$ cat config.mk
export PLATFORM = sky130hd
export DESIGN_NAME = frame_event_sync
export DESIGN_NICKNAME = d
export VERILOG_FILES = /design/src/rtl/frame_event_sync.sv
export SDC_FILE = /design/constraint.sdc
export NUM_CORES = 1
export LEC_CHECK = 0
export ABC_AREA = 1
export BUFFER_PORTS_ARGS = -buffer_cell sky130_fd_sc_hd__buf_2
export CORE_AREA = 4 4 66 68
export CTS_CLUSTER_SIZE = 16
export DETAILED_ROUTE_END_ITERATION = 6
export DIE_AREA = 0 0 70 72
export GPL_ROUTABILITY_DRIVEN = 0
export GPL_TIMING_DRIVEN = 0
export PLACE_DENSITY = 0.77
export RECOVER_POWER = 50
export SYNTH_ARGS = -nofsm -noshare
export SYNTH_HDL_FRONTEND = slang
export SYNTH_SLANG_ARGS = --single-unit
$ cat constraint.sdc
create_clock -name i_clk -period 2.6 [get_ports i_clk]
set_input_delay 0.39 -clock i_clk [delete_from_list [all_inputs] [get_ports i_clk]]
set_output_delay 0.39 -clock i_clk [all_outputs]
set_load 0.005 [all_outputs]
$ cat src/rtl/frame_event_sync.sv
// Multi-channel frame-aligned event synchroniser: latches asynchronous-to-frame events per channel
// and presents them at frame ticks, either as one-shot hold/cooldown pulses or as plain samples.
module frame_event_sync #(
  parameter int unsigned N_CH            = 4,
  parameter int unsigned HOLD_FRAMES     = 1,
  parameter int unsigned COOLDOWN_FRAMES = 0,
  parameter int unsigned CNT_W           = 4
) (
  input  logic                    i_clk,
  input  logic                    i_rst_n,
  input  logic [N_CH-1:0]         i_event,
  input  logic                    i_cal_frame,
  input  logic [N_CH-1:0]         i_mode,
  input  logic                    i_clear,
  output logic [N_CH-1:0]         o_event_frame,
  output logic [N_CH-1:0]         o_pending,
  output logic [N_CH-1:0]         o_busy,
  output logic [N_CH*CNT_W-1:0]   o_act_count
);

  localparam int unsigned HOLD_W = $clog2(HOLD_FRAMES + 1);
  localparam int unsigned CD_W   = (COOLDOWN_FRAMES > 0) ? $clog2(COOLDOWN_FRAMES + 1) : 1;
  localparam logic [HOLD_W-1:0] HOLD_INIT = HOLD_W'(HOLD_FRAMES - 1);
  localparam logic [CD_W-1:0]   CD_INIT   =
      (COOLDOWN_FRAMES > 0) ? CD_W'(COOLDOWN_FRAMES - 1) : '0;

  typedef enum logic [1:0] {StIdle, StActive, StCooldown} state_e;

  for (genvar c = 0; c < int'(N_CH); c++) begin : g_ch
    state_e              r_state, w_state_d;
    logic [HOLD_W-1:0]   r_hold, w_hold_d;
    logic [CD_W-1:0]     r_cd, w_cd_d;
    logic                r_pend, w_pend_d;
    logic                r_out, w_out_d;
    logic                r_busy, w_busy_d;
    logic [CNT_W-1:0]    r_cnt, w_cnt_d;
    logic                w_consume;

    always_comb begin
      w_state_d = r_state;
      w_hold_d  = r_hold;
      w_cd_d    = r_cd;
      w_out_d   = r_out;
      w_consume = 1'b0;
      if (i_cal_frame) begin
        if (i_mode[c]) begin
          // Frame-sample mode: FSM parked in idle, output mirrors the latched event.
          w_state_d = StIdle;
          w_out_d   = r_pend;
          w_consume = r_pend;
        end else begin
          unique case (r_state)
            StIdle: begin
              if (r_pend) begin
                w_state_d = StActive;
                w_hold_d  = HOLD_INIT;
                w_consume = 1'b1;
              end
            end
            StActive: begin
              if (r_hold != '0) begin
                w_hold_d = r_hold - HOLD_W'(1);
              end else if (COOLDOWN_FRAMES > 0) begin
                w_state_d = StCooldown;
                w_cd_d    = CD_INIT;
              end else if (r_pend) begin
                w_hold_d  = HOLD_INIT;
                w_consume = 1'b1;
              end else begin
                w_state_d = StIdle;
              end
            end
            StCooldown: begin
              if (r_cd != '0) begin
                w_cd_d = r_cd - CD_W'(1);
              end else if (r_pend) begin
                w_state_d = StActive;
                w_hold_d  = HOLD_INIT;
                w_consume = 1'b1;
              end else begin
                w_state_d = StIdle;
              end
            end
            default: w_state_d = StIdle;
          endcase
          w_out_d = (w_state_d == StActive);
        end
      end
      // A new event on the consuming tick survives into the next frame.
      w_pend_d = i_event[c] | (r_pend & ~w_consume);
      w_busy_d = (w_state_d != StIdle);
      w_cnt_d  = r_cnt;
      if (w_consume && (r_cnt != '1)) begin
        w_cnt_d = r_cnt + CNT_W'(1);
      end
    end

    always_ff @(posedge i_clk or negedge i_rst_n) begin
      if (!i_rst_n) begin
        r_state <= StIdle;
        r_hold  <= '0;
        r_cd    <= '0;
        r_pend  <= 1'b0;
        r_out   <= 1'b0;
        r_busy  <= 1'b0;
        r_cnt   <= '0;
      end else if (i_clear) begin
        r_state <= StIdle;
        r_hold  <= '0;
        r_cd    <= '0;
        r_pend  <= 1'b0;
        r_out   <= 1'b0;
        r_busy  <= 1'b0;
        r_cnt   <= '0;
      end else begin
        r_state <= w_state_d;
        r_hold  <= w_hold_d;
        r_cd    <= w_cd_d;
        r_pend  <= w_pend_d;
        r_out   <= w_out_d;
        r_busy  <= w_busy_d;
        r_cnt   <= w_cnt_d;
      end
    end

    assign o_event_frame[c]              = r_out;
    assign o_pending[c]                  = r_pend;
    assign o_busy[c]                     = r_busy;
    assign o_act_count[c*CNT_W +: CNT_W] = r_cnt;
  end

endmodule

==> qor.yml, run 1 <==
outcome:
  outcome: "finished, final reports clean"
floorplan:
  die_h_um: 72
  die_w_um: 70
  num_io_pins: 40
  fp.coreArea_um2: 3860
  fp-row-count: 23
  initial_core_util: 0.476
  fp.dieArea_um2: 5040
power_and_ir_drop:
  power_leakage_nw: 1.22
  power.ir.vdd_worst_mv: 0.330
  powerDensity_nw_per_um2: 536
clock_network:
  cts_buffer_depth: 2
  ctsHtreeMaxLevel: 2
  post_cts.repair.setup_buffers: 0
  cts.clk_slew.worst_paths_ns: 0.07
  cts_root_buffer: "clkbuf_8"
  postCtsResizedCells: 0
  tritoncts_clock_tree: "built"
  cts-buffers-inserted: 5
  worstSkewPairLatency_ns: 0.29
  hold_buf_count_cts: 0
  clock-sinks: 36
sta:
  finClkSkew_ns: 0.00741
  final_period_minus_worst_setup_slack_ns: 1.34
  setup_violations: 0
  maxClockFrequency_mhz: 746
  fin_crit_sh: 0.515
  final-max-slew-violation-count: 0
  slew_headroom: 0.474
  setup_tns_ns: 0
  finalHoldWorstSlack_ns: 0.180
  max_slew.worst_pin.slew_ns: 0.789
  timing_hold_violations_final: 0
  grt_setup_unrepaired: "false"
hold_path:
  hp-class: "primary input to async pin"
layout:
  layout_commonest_cell: "nand2_1"
  area_growth_syn_to_layout_pct: 18.8
  antenna_cells_inserted: 0
  final_layout_size_suffix_gt1_frac: 0.245
  mostFrequentLayoutCells: "nand2_1 (68), buf_2 (40), dfrtp_1 (36), nor2_1 (28), nand3_1 (27)"
  final-seq-area_um2: 901
  multi_input_gate_area_um2: 753
  layout.cells.non_filler: 323
  final.fill_count: 385
  final_nets: 288
  fin_area_um2: 2180
global_routing:
  gr-max-usage-layer: "met2"
  track_usage: 0.165
  global_route_wire_length_before_repair_um: 6680
  met1_usage: 0.205
  grt_start_max_net_pins: 37
  gr-usage-met2: 0.285
  grt.overflow.total: 0
  antenna_found_initial: 0
  vias_in_the_first_global_route: 1523
  use_met3: 0.0388
detailed_routing:
  post_drt_wl_per_cell_um: 11.8
  ant_nets: 0
  dr_total_vias: 1590
  detail_route.drc_violations: 0
  viasPerCell: 4.92
  drt-initial-drc-count: 106
  drt_pass1_iterations: 4
  postRouteWirelength_um: 3810
synthesis:
  synth_cell_types: 20
  postSynthCellCount: 227
  syn-cell-area_um2: 1830
  yosys_warnings: 0
  yosys_register_bits: 36
  synthesis.nets: 243
  part_of_the_yosys_area_used_for_sequential_elements: 0.491
  syn-mean-instance-area_um2: 8.08
placed_design:
  post-place-cells: 315
  portBuffers: 38
  post-dp-hpwl_um: 2830
  detailed_place.area_um2: 2090
critical_path:
  critical_path.startpoint_type: "flop"
  crit_fanout: 4
  critical_path.endpoint_type: "output port"
  cp.required_ns: 2.21
  worst-setup-path-type: "flop to output port"
  timing.critical_path.arrival_ns: 0.95
job:
  maxCapViolCount: 0
==> state kept, by name (all words and copies together), names as in the netlist <==
signal / flops
g_ch.r_state: 8
g_ch.r_pend: 4
g_ch.r_out: 4
g_ch.r_busy: 4
g_ch.r_cnt: 16
==> cell type report <==
cell class                      instances  share of cell area
Sequential cell                        36               0.414
Multi-Input combinational cell        157               0.346
Timing Repair Buffer                   38              0.0867
Buffer                                 17              0.0534
Clock buffer                            6              0.0379
Inverter                               17              0.0293
Tap cell                               50              0.0287
Clock inverter                          2             0.00460
==> cells in the mapped netlist, drive strengths merged <==
library cell,instances,share of area
nand2,68,0.14
dfrtp,36,0.49
nand3,31,0.10
nor2,28,0.057
buf,16,0.061
inv,16,0.033
a21oi,8,0.022
nand4,7,0.024
ha,4,0.027
xnor2,4,0.019
o21ai,3,0.0082
or2,3,0.010
clkbuf,1,0.0020
clkinv,1,0.0020
nand3b,1,0.0041
==> worst paths after layout <==
path,startpoint,endpoint,slack [ns],cells past startpoint
setup / recovery,g_ch[1].r_pend,o_pending[1],1.26,2
hold / removal,i_rst_n,g_ch[3].r_out,0.18,1
setup reg to reg,g_ch[3].r_cnt[0],g_ch[3].r_cnt[3],1.33,6
hold reg to reg,g_ch[3].r_state[0],g_ch[3].r_state[0],0.53,2
max in group asynchronous,i_rst_n,g_ch[1].r_out,1.91,1
min in group i_clk,i_event[2],g_ch[2].r_pend,0.32,3
==> metal layers <==
metal	up-vias	wire length (um)
li1	807	-
met1	735	1650
met2	43	1900
met3	5	222
met4	0	49
met5	-	0
==> per-stage QoR <==
| step | power (mW) | util | worst slack, ns |
|---|---|---|---|
| after global routing | 1.23 | 0.565 | 1.22 |
| final | 1.17 | 0.565 | 1.26 |
| after CTS | 1.19 | 0.565 | 1.24 |
| after floorplan | 0.710 | - | 1.46 |
| after detailed placement | 0.776 | 0.541 | 1.33 |
| after global placement | 0.771 | 0.541 | 1.36 |
==> cell families (layout without fill, tap and decap cells) <==
family | after synthesis | in the layout | share of synthesized area
xor+xnor | 4 | 4 | 0.0191
flops | 36 | 36 | 0.491
simple gates | 138 | 138 | 0.334
compound gates | 11 | 11 | 0.0300
fa+ha+maj | 4 | 4 | 0.0273
buf+inv | 34 | 80 | 0.0982
==> worst max-delay path, stage by stage, from the launching register on <==
cell     delay, ns
dfrtp_1       0.41
buf_4         0.14
buf_2         0.11
==> where the power goes <==
part           internal, mW  total, mW  leakage, nW  switching, mW
clock network         0.211      0.405       0.0510          0.194
registers             0.586      0.616        0.487         0.0306
logic                0.0640      0.146        0.682         0.0820
total                 0.861       1.17         1.22          0.307
No activity file was read; power rests on OpenSTA's default activity.
==> run 2, diff against run 1 <==
--- a/config.mk
+++ b/config.mk
@@ -7,13 +7,13 @@
 export LEC_CHECK = 0
 export ABC_AREA = 1
 export BUFFER_PORTS_ARGS = -buffer_cell sky130_fd_sc_hd__buf_2
-export CORE_AREA = 4 4 66 68
+export CORE_AREA = 4 4 67 69
 export CTS_CLUSTER_SIZE = 16
 export DETAILED_ROUTE_END_ITERATION = 6
-export DIE_AREA = 0 0 70 72
+export DIE_AREA = 0 0 71 73
 export GPL_ROUTABILITY_DRIVEN = 0
 export GPL_TIMING_DRIVEN = 0
-export PLACE_DENSITY = 0.77
+export PLACE_DENSITY = 0.78
 export RECOVER_POWER = 50
 export SYNTH_ARGS = -nofsm -noshare
 export SYNTH_HDL_FRONTEND = slang
==> constraint.sdc (replaced) <==
create_clock -name i_clk -period 1.15 [get_ports i_clk]
set_input_delay 0.1725 -clock i_clk [delete_from_list [all_inputs] [get_ports i_clk]]
set_output_delay 0.1725 -clock i_clk [all_outputs]
set_load 0.005 [all_outputs]
==> qor.yml, run 2 (synthesized netlist as in run 1, its figures left out) <==
global_routing:
  grt_start_max_net_pins: 37  # unchanged
  vias_in_the_first_global_route: 1676  # +10%
  track_usage: 0.181  # +0.0155
  grt.overflow.total: 0  # unchanged
  antenna_found_initial: 0  # unchanged
  global_route_wire_length_before_repair_um: 7400  # +11%
layout:
  layout.cells.non_filler: 335  # +3.7%
  top_regs: "g_ch.r_cnt: 16 flops, g_ch.r_state: 8 flops"
  final-seq-area_um2: 903  # +0.28%
  layout_commonest_cell: "nand2_1"
  final.fill_count: 371  # -3.6%
  final_layout_size_suffix_gt1_frac: 0.354  # +0.109
  multi_input_gate_area_um2: 866  # +15%
  registers.top_by_ff_count: "g_ch.r_cnt"
  fin_area_um2: 2420  # +11%
  area_growth_syn_to_layout_pct: 31.9
  largest_register_ff_count: 16  # unchanged
  mostFrequentLayoutCells: "nand2_1 (58), buf_2 (38), dfrtp_1 (34), nor2_1 (27), nand3_1 (22)"
  antenna_cells_inserted: 0  # unchanged
  final_nets: 300  # +4.2%
sta:
  final_period_minus_worst_setup_slack_ns: 1.13
  grt_setup_unrepaired: "true"
  maxClockFrequency_mhz: 881
  setup_tns_ns: 0  # unchanged
  fin_crit_sh: 0.987
  max_slew.worst_pin.slew_ns: 0.499  # -0.291 ns
  finClkSkew_ns: 0.00529  # -0.00212 ns
  setup_violations: 0  # unchanged
  final-max-slew-violation-count: 0  # unchanged
  finalHoldWorstSlack_ns: 0.105  # -0.0741 ns
  slew_headroom: 0.668  # +0.194
  timing_hold_violations_final: 0  # unchanged
detailed_routing:
  drt_pass1_iterations: 4  # unchanged
  viasPerCell: 5.06  # +2.8%
  drt-initial-drc-count: 117  # +10%
  detail_route.drc_violations: 0  # unchanged
  post_drt_wl_per_cell_um: 13.3  # +12%
  ant_nets: 0  # unchanged
  postRouteWirelength_um: 4440  # +16%
  dr_total_vias: 1696  # +6.7%
critical_path:
  crit_fanout: 6  # +2
  critical_path.endpoint_type: "flop"
  timing.critical_path.arrival_ns: 1.31  # +0.36 ns
  critical_path.startpoint_type: "flop"
  worst-setup-path-type: "flop to flop"
  rrSetupSlack_ns: 0.02  # -1.31 ns
  cp.required_ns: 1.33  # -0.88 ns
job:
  maxCapViolCount: 0  # unchanged
clock_network:
  clock-sinks: 36  # unchanged
  cts-buffers-inserted: 5  # unchanged
  cts_root_buffer: "clkbuf_8"
  cts.clk_slew.worst_paths_ns: 0.07  # about the same
  cts_buffer_depth: 2  # unchanged
  worstSkewPairLatency_ns: 0.29  # about the same
  ctsHtreeMaxLevel: 2  # unchanged
  tritoncts_clock_tree: "built"
floorplan:
  fp-row-count: 23  # unchanged
  die_w_um: 71  # +1.4%
  fp.dieArea_um2: 5180  # +2.8%
  initial_core_util: 0.469  # -0.00700
  num_io_pins: 40  # unchanged
  die_h_um: 73  # +1.4%
  fp.coreArea_um2: 3910  # +1.5%
placed_design:
  post-place-cells: 315  # unchanged
  detailed_place.area_um2: 2090  # unchanged
  post-dp-hpwl_um: 2870  # +1.5%
  portBuffers: 38  # unchanged
power_and_ir_drop:
  power.ir.vdd_worst_mv: 0.696  # +110%
  powerDensity_nw_per_um2: 1150  # +110%
  power_leakage_nw: 1.28  # +5.0%
  fin_total_pwr_mw: 2.78  # +140%
hold_path:
  hp-class: "primary input to flop"
outcome:
  outcome: "finished, final reports clean"
[run 2: metal layers]
metal / vias to the layer above / share of wire / GRT usage
li1: 830 / - / -
met1: 808 / 0.43 / 0.223
met2: 52 / 0.49 / 0.303
met3: 6 / 0.060 / 0.0523
met4: 0 / 0.014 / 0.0647
met5: - / 0 / 0
[run 2: worst max-delay path: stages (launching register included)]
cell and delay, ns:
dfrtp_1 0.36, ha_2 0.21, nand3_2 0.11, nand3_4 0.14
nand2_2 0.08, nand2_1 0.08, nand2_1 0.04
[run 2: path summary, 6_finish.rpt]
| kind | from | end | cells after the start |
|---|---|---|---|
| max | g_ch[2].r_cnt[1] | g_ch[2].r_cnt[3] | 6 |
| min | i_event[1] | g_ch[1].r_pend | 3 |
| max reg2reg | g_ch[2].r_cnt[1] | g_ch[2].r_cnt[3] | 6 |
| min reg2reg | g_ch[3].r_state[0] | g_ch[3].r_state[0] | 2 |
| max in group asynchronous | i_rst_n | g_ch[3].r_cnt[2] | 2 |
| min in group asynchronous | i_rst_n | g_ch[2].r_cnt[0] | 2 |
[run 2: timing repair]
| action | 4_1_cts | 5_1_grt |
|---|---|---|
| hold buffers | 1 | 0 |
| pin swaps | 3 | 14 |
| setup endpoints to repair | 16 | 60 |
| gates resized for setup | 5 | 32 |
| hold endpoints to repair | 13 | 0 |
| setup buffers | 10 | 2 |
[run 2: through the flow]
| step | utilization | worst slack, ns |
|---|---|---|
| CTS | 0.581 | 0.00151 |
| global placement | 0.533 | -0.0749 |
| detailed placement | 0.533 | -0.0780 |
| global route | 0.618 | -0.0654 |
| floorplan | - | 0.0119 |
| finish | 0.618 | 0.0154 |
[run 2: power by group]
part | total [mW] | leakage, nW | switching [mW] | internal [mW]
clock | 0.932 | 0.0455 | 0.444 | 0.489
sequential | 1.38 | 0.483 | 0.0550 | 1.33
combinational | 0.471 | 0.752 | 0.247 | 0.224
total | 2.78 | 1.28 | 0.746 | 2.04
[run 2: area by class of cell]
class	count	share of cell area
repair buffers	51	0.134
multi-input cells	157	0.358
clock buffers	8	0.0372
flip-flops and latches	36	0.374
plain buffers	16	0.0450
well taps	50	0.0259
inverters	17	0.0264
==> run 3, diff against run 2 <==
--- a/config.mk
+++ b/config.mk
@@ -8,13 +8,13 @@
 export ABC_AREA = 1
 export BUFFER_PORTS_ARGS = -buffer_cell sky130_fd_sc_hd__buf_2
 export CORE_AREA = 4 4 67 69
-export CTS_CLUSTER_SIZE = 16
+export CTS_CLUSTER_SIZE = 28
 export DETAILED_ROUTE_END_ITERATION = 6
 export DIE_AREA = 0 0 71 73
 export GPL_ROUTABILITY_DRIVEN = 0
 export GPL_TIMING_DRIVEN = 0
 export PLACE_DENSITY = 0.78
-export RECOVER_POWER = 50
+export RECOVER_POWER = 100
 export SYNTH_ARGS = -nofsm -noshare
 export SYNTH_HDL_FRONTEND = slang
 export SYNTH_SLANG_ARGS = --single-unit
==> qor.yml, run 3 (synthesized netlist as in run 1, its figures left out) <==
critical_path:
  worst-setup-path-type: "flop to output port"
  timing.critical_path.arrival_ns: 0.96  # -0.35 ns
  critical_path.reg2reg.startpoint: "g_ch[2].r_cnt[0]"
  r2r_cells: 6  # unchanged
  worstReg2RegEnd: "g_ch[2].r_cnt[3]"
  critical_path.endpoint_type: "output port"
  rrSetupSlack_ns: 0.02  # about the same
  crit_path_end: "o_act_count[0]"
  critical_path.startpoint_type: "flop"
  crit_fanout: 5  # -1
  startpoint: "g_ch[0].r_cnt[0]"
  cp.required_ns: 0.98  # -0.35 ns
clock_network:
  cts_buffer_depth: 2  # unchanged
  cts.clk_slew.worst_paths_ns: 0.07  # about the same
  ctsHtreeMaxLevel: 2  # unchanged
  tritoncts_clock_tree: "built"
  clock-sinks: 36  # unchanged
  worstSkewPairLatency_ns: 0.29  # about the same
  cts_root_buffer: "clkbuf_8"
  cts-buffers-inserted: 5  # unchanged
detailed_routing:
  viasPerCell: 5.13  # +1.3%
  dr_total_vias: 1718  # +1.3%
  drt-initial-drc-count: 118  # +0.85%
  postRouteWirelength_um: 4450  # +0.29%
  detail_route.drc_violations: 0  # unchanged
  post_drt_wl_per_cell_um: 13.3  # +0.29%
  ant_nets: 0  # unchanged
  drt_pass1_iterations: 4  # unchanged
power_and_ir_drop:
  power.ir.vdd_worst_mv: 0.695  # -0.16%
  fin_total_pwr_mw: 2.77  # -0.33%
  power_leakage_nw: 1.27  # -0.51%
  powerDensity_nw_per_um2: 1160  # +0.39%
sta:
  maxClockFrequency_mhz: 881  # about the same
  timing_hold_violations_final: 0  # unchanged
  fin_crit_sh: 0.987  # about the same
  final_period_minus_worst_setup_slack_ns: 1.13  # +0.000291 ns
  final-max-slew-violation-count: 0  # unchanged
  slew_headroom: 0.671  # +0.00349
  setup_violations: 0  # unchanged
  layout_setup_ws_ns: 0.0151  # -0.000291 ns
  grt_setup_unrepaired: "true"
  setup_tns_ns: 0  # unchanged
  max_slew.worst_pin.slew_ns: 0.494  # -0.00524 ns
  finClkSkew_ns: 0.00437  # -0.000919 ns
placed_design:
  pre_cts_ws_ns: -0.0780  # unchanged
  post-dp-hpwl_um: 2870  # unchanged
  post-place-cells: 315  # unchanged
  portBuffers: 38  # unchanged
layout:
  layout.cells.non_filler: 335  # unchanged
  mostFrequentLayoutCells: "nand2_1 (58), buf_2 (37), dfrtp_1 (34), nor2_1 (27), nand3_1 (22)"
  top_regs: "g_ch.r_cnt: 16 flops, g_ch.r_state: 8 flops"
  final_layout_size_suffix_gt1_frac: 0.351  # -0.00351
  final_core_util: 0.613  # -0.00448
  registers.top_by_ff_count: "g_ch.r_cnt"
  final_nets: 300  # unchanged
  antenna_cells_inserted: 0  # unchanged
  layout_commonest_cell: "nand2_1"
  area_growth_syn_to_layout_pct: 30.9
  largest_register_ff_count: 16  # unchanged
global_routing:
  grt.overflow.total: 0  # unchanged
  global_route_wire_length_before_repair_um: 7400  # unchanged
  track_usage: 0.181  # unchanged
  antenna_found_initial: 0  # unchanged
  vias_in_the_first_global_route: 1676  # unchanged
  grt_start_max_net_pins: 37  # unchanged
job:
  maxCapViolCount: 0  # unchanged
floorplan:
  die_w_um: 71  # unchanged
  die_h_um: 73  # unchanged
  num_io_pins: 40  # unchanged
  initial_core_util: 0.469  # unchanged
  fp.coreArea_um2: 3910  # unchanged
  fp.dieArea_um2: 5180  # unchanged
  fp-row-count: 23  # unchanged
outcome:
  outcome: "finished, final reports clean"
hold_path:
  hp-class: "primary input to flop"
-- run 3: worst min-delay path by stage --
stage | slack, ns | to | startpoint | cells past startpoint
2_1_floorplan | -0.12 | g_ch[0].r_busy | i_rst_n | 0
3_3_place_gp | 0.30 | g_ch[2].r_cnt[1] | i_rst_n | 1
3_5_place_dp | 0.31 | g_ch[2].r_cnt[1] | i_rst_n | 1
4_1_cts | 0.11 | g_ch[1].r_pend | i_event[1] | 3
5_1_grt | 0.13 | g_ch[3].r_pend | i_event[3] | 3
6_report | 0.11 | g_ch[1].r_pend | i_event[1] | 3
-- run 3: worst max-delay path, stage by stage (launching register included) --
cell and delay (ns):
dfrtp_1 0.40, buf_4 0.16, buf_2 0.12
-- run 3: routing by layer --
metal | vias to the layer above | GRT usage | part of all wire
met2 | 57 | 0.303 | 0.50
met4 | 0 | 0.0647 | 0.014
met3 | 5 | 0.0523 | 0.057
met1 | 824 | 0.223 | 0.43
li1 | 832 | - | -
met5 | - | 0 | 0
-- run 3: final cells by class --
cell class,count,area [um2]
well taps,50,62.6
fillers,374,1510
multi-input cells,157,856
flip-flops and latches,36,903
repair buffers,51,317
clock buffers,8,90.1
plain buffers,16,109
inverters,17,63.8
-- run 3: where the power goes --
group          internal (mW)  switching (mW)  total [mW]
Combinational          0.216           0.248       0.464
Clock                  0.489           0.446       0.934
Sequential              1.33          0.0510        1.38
-- run 3: repair_timing --
item	4_1_cts	5_1_grt
endpoints found under the hold margin	13	0
gates resized for setup	5	32
pin swaps	3	14
hold buffers	1	0
setup buffers	10	2
endpoints found under the setup margin	16	60
-- run 3: metrics by stage --
step,hold WS (ns),cell area (um2)
after floorplan,-0.123,1830
after global placement,0.302,2090
after detailed placement,0.306,2090
after CTS,0.105,2270
after global routing,0.127,2400
final,0.107,2400
